<file path="config.mk">
export PLATFORM = sky130hd
export DESIGN_NAME = moore_fsm
export DESIGN_NICKNAME = d
export VERILOG_FILES = /design/src/rtl/moore_fsm_pkg.sv /design/src/rtl/moore_fsm.sv
export SDC_FILE = /design/constraint.sdc
export NUM_CORES = 1
export LEC_CHECK = 0
export CAP_MARGIN = 25
export CORE_AREA = 2 2 39 41
export CTS_BUF_LIST = sky130_fd_sc_hd__clkbuf_8
export CTS_CLUSTER_DIAMETER = 60
export DETAILED_ROUTE_END_ITERATION = 6
export DIE_AREA = 0 0 41 43
export GPL_ROUTABILITY_DRIVEN = 0
export GPL_TIMING_DRIVEN = 0
export PLACE_DENSITY = 0.3
export SLEW_MARGIN = 40
export SYNTH_ARGS = -nofsm -noshare
export SYNTH_HDL_FRONTEND = slang
export SYNTH_SLANG_ARGS = --single-unit
</file>
<file path="constraint.sdc">
create_clock -name clk_i -period 3 [get_ports clk_i]
set_input_delay 0.75 -clock clk_i [delete_from_list [all_inputs] [get_ports clk_i]]
set_output_delay 0.75 -clock clk_i [all_outputs]
set_load 0.02 [all_outputs]
</file>
<file path="src/rtl/moore_fsm_pkg.sv">
// moore_fsm_pkg
// Shared definitions for the 1011 sequence-detecting Moore machine.
//   STATE_W : width of the state register
//   state_t : state encoding, S0_MOORE..S4_MOORE = number of pattern bits
//             matched so far (000..100); codes 101..111 are unused
package moore_fsm_pkg;

    localparam int STATE_W = 3;

    typedef enum logic [STATE_W-1:0] {
        S0_MOORE = 3'b000,
        S1_MOORE = 3'b001,
        S2_MOORE = 3'b010,
        S3_MOORE = 3'b011,
        S4_MOORE = 3'b100
    } state_t;

endpackage : moore_fsm_pkg

</file>
<file path="src/rtl/moore_fsm.sv">
// moore_fsm
// Moore machine detecting the serial pattern 1,0,1,1 on next_i with
// overlapping matches. out_o pulses for one cycle per detection.
// Ports:
//   clk_i  : system clock, state advances on the rising edge
//   rst_i  : asynchronous active-low reset, forces S0 immediately
//   next_i : serial data bit sampled on each rising clk_i edge
//   out_o  : detection flag, high only while the state is S4
module moore_fsm
    import moore_fsm_pkg::*;
(
    input  logic clk_i,
    input  logic rst_i,
    input  logic next_i,
    output logic out_o
);

    // Kept as one named variable so benches can probe or force it.
    state_t state_moore;
    state_t state_d;

    always_ff @(posedge clk_i or negedge rst_i) begin
        if (!rst_i) begin
            state_moore <= S0_MOORE;
        end else begin
            state_moore <= state_d;
        end
    end

    // Fallback targets keep the longest suffix that is still a prefix of
    // 1011, which is what makes overlapping detections work.
    always_comb begin
        state_d = S0_MOORE;
        case (state_moore)
            S0_MOORE: state_d = next_i ? S1_MOORE : S0_MOORE;
            S1_MOORE: state_d = next_i ? S1_MOORE : S2_MOORE;
            S2_MOORE: state_d = next_i ? S3_MOORE : S0_MOORE;
            S3_MOORE: state_d = next_i ? S4_MOORE : S2_MOORE;
            S4_MOORE: state_d = next_i ? S1_MOORE : S2_MOORE;
            // Unused codes recover to idle regardless of the input.
            default:  state_d = S0_MOORE;
        endcase
    end

    // Pure state decode: no path from next_i to out_o.
    always_comb begin
        out_o = (state_moore == S4_MOORE);
    end

endmodule : moore_fsm

</file>
# ---- Word level (Yosys, flattened, before mapping)
# Index checks and enable logic that the tools add are counted.
dict set report totals {
  ff_bits 3
  latch_bits 0
  mem_bits_rw 0
  romBits 0
  out_inout_bits 1
  elab_cells 12
  n_memories 0
}
dict set report classes {
  add_sub_neg 0
  mul 0
  div 0
  order_cmp 0
  n_eq_ne 4
  shifts 0
  n_mux 5
  bitwise_logic 0
  n_reduce_logical 2
}
# operator n
set ops {}
lappend ops {{3-bit one-hot mux with 4 select lines} 1}
lappend ops {{3-bit by 2-bit equality test with 1-bit output, second input constant} 2}
lappend ops {{2-bit 2-to-1 mux} 2}
lappend ops {{3-bit by 1-bit equality test with 1-bit output, second input constant} 1}
lappend ops {{3-bit equality test, second input constant} 1}
lappend ops {{3-bit logical NOT} 1}
lappend ops {{3-bit 2-to-1 mux} 1}
lappend ops {{2-bit OR reduction} 1}
lappend ops {{1-bit 2-to-1 mux} 1}

# ---- Depth between registers and ports, before layout
dict set report logic_depth {
  word_depth 3
  depth_mapped 2
}

# ---- Least setup slack after synthesis
# No wires, ideal clock.
dict set report synth_timing {
  path_kind {register -> output}
  start {reg state_moore[0]}
  end {out out_o}
  t_arrival_ps 943
  required_time_ps 2250
  slack_ps 1307
  path_stages_with_launch 2
  path_buffers 0
  path_cell_list {dfrtp_1 > nor3b_1}
}
dict set report synth_between {
  elab_chain_cells 1
}
# item line_no
set synth_lines {}
lappend synth_lines {{from (decl)} moore_fsm.sv:19} ;# state_t state_moore;
lappend synth_lines {{from (signal assigned)} moore_fsm.sv:26} ;# state_moore <= state_d;
lappend synth_lines {{3-bit equality test} moore_fsm.sv:47} ;# out_o = (state_moore == S4_MOORE);
lappend synth_lines {{to (decl)} moore_fsm.sv:15} ;# output logic out_o
# No other way between the ends.

# ---- Worst setup path in the final report
dict set report layout_timing {
  start {reg state_moore[2]}
  end {out out_o}
}
# Same word-level chain as after synthesis.

==> metrics.txt <==
Clock Sinks 3; count of final max-slew check failures 0; Core ar. 0.00138 mm^2; Post-CTS Setup Bufs 0; Initial Util about a tenth; Total GRT Usage ~5.2%; setup violators final 0; DIE HEIGHT 43 um; Max Clock Skew approximately 0.0022 ns; share of cells above drive strength 1 between 20% and 30%; syn_area_per_cell between 10 and 15 um^2; area occupied by multi-input gates roughly 68 um^2; clk slew on worst S/H paths about 0.030 ns; Reg with most FFs state_moore; commonest non-fill, non-tap cells in the layout 3 x clkbuf_8, 3 x clkdlybuf4s50_1, 3 x dfrtp_1; status finished, final reports clean; cts hold-fix bufs 0; Hold Path Class flop to flop; relative slew slack a little over four fifths; Synth Register Bits 3; Nets 23; Largest regs state_moore x3; measured slew at the worst slew-check pin 0.244 ns; first-pass GRT wire length roughly 570 um; CTS Root Cell clkbuf_8; syn_nets 15; Syn. warnings 0; crit path kind flop to primary output; pin count of the biggest net entering global routing 8; starting DRC count in detailed routing 2; Die Wd 41 um; period utilization around three quarters; max_cap viols 0; GRT overflow 0; Peak VDD IR 0.218 mV; Hold Vio Cnt, Final 0; sequential element share of the synthesized area between 50% and 60%; pwr/cell area between 700 and 800 mW/mm^2; PostCTS Resize Cnt 0; DR vias approximately 120; unrepaired setup endpoints after global routing no; average wire per standard cell about 8.5 um; total CTS buffers 3; CP endpoint kind primary output; Netlist cell types 9; Skew-Pair Late Insertion Delay between 0.2 and 0.25 ns; Syn-to-layout area delta 66.7%; Fill cells roughly 150; row cnt 14; Total Power about 0.17 mW; I/O Pins 4; htree depth 1; max reg flops 3; CP startpoint kind flop; Cells after Synth 12; CTS tree yes; remaining antenna violation count 0; initial antenna violation count 0; leakage power 0.0984 nW; ANT cells 0; Die Area around 0.0018 mm^2; WP data required around 2.3 ns; vias in the first global route about 130; FF+latch area around 75 um^2; DR pass1 iterations 2; Tmin final between 2 and 2.5 ns; total negative setup slack 0 ns; deepest clock path buffer count 2; final wirelength 298 um; Post-route DRC 0; Peak Freq roughly 0.45 GHz; CP arrival 1.48 ns; crit path max fanout 7; Netlist Area Pre-Place between 100 and 150 um^2; IO buf count 3; routed vias/inst 3.31
[power by group]
group	switching [mW]	internal, mW	total, mW
Clock	0.0255	0.0870	0.112
Sequential	0.00529	0.0442	0.0495
Combinational	0.00398	0.00768	0.0117
[stage by stage]
stage / std cells / util, % / hold slack [ns] / worst slack (ns) / area, um^2
after floorplan: 12 / - / 0.454 / 1.31 / 143
after global placement: 31 / 13.9 / 0.648 / 1.01 / 193
after detailed placement: 31 / 13.9 / 0.658 / 1.01 / 193
after CTS: 35 / 17.2 / 0.664 / 0.753 / 238
after global routing: 35 / 17.2 / 0.696 / 0.651 / 238
final: 35 / 17.2 / 0.662 / 0.768 / 238
[routing by layer]
layer,part of all wire (%),wire length [um],global-route usage (%),vias up
li1,-,-,-,61
met1,53,157,6.75,49
met2,32,94,5.94,6
met3,15,46,6.28,0
met4,0,0,0,0
met5,0,0,0,-
[logic make-up after synthesis]
logic type	after synthesis	synth area share, %
AOI/OAI and AO/OA	2	8.77
and+or+nand+nor	7	38.6
DFF	3	52.6
[cells in the mapped netlist]
cell type,number,area [um^2]
nor4b_1,1,8.76
or3_1,1,6.26
dfrtp_1,3,75.1
and4b_2,1,11.3
a21oi_1,1,5.00
nor4bb_1,1,10.0
o21a_1,1,7.51
nor3b_1,2,15.0
nor2_1,1,3.75
[worst max-delay path, cell delays in order (launching register included)]
cell	delay [ns]
dfrtp_1	0.43
nor3b_1	0.21
clkdlybuf4s50_1	0.63
[layout make-up]
cell class,count,share of cell area [%]
clock inverters,1,1.58
repair buffers,3,12.6
clock buffers,3,17.4
flip-flops and latches,3,31.6
multi-input cells,9,28.4
well taps,16,8.42
[final timing paths]
check	from	endpoint	slack, ns	depth (start not counted)
worst max-delay path	state_moore[2]$_DFF_PN0_	out_o	0.77	2
worst min-delay path	state_moore[1]$_DFF_PN0_	state_moore[2]$_DFF_PN0_	0.66	1
worst max register to register	state_moore[0]$_DFF_PN0_	state_moore[1]$_DFF_PN0_	1.91	2
worst min register to register	state_moore[1]$_DFF_PN0_	state_moore[2]$_DFF_PN0_	0.66	1
max in group asynchronous	rst_i	state_moore[0]$_DFF_PN0_	2.14	1
min in group asynchronous	rst_i	state_moore[2]$_DFF_PN0_	0.72	1
Note: power is estimated with default switching activity, not from simulation.
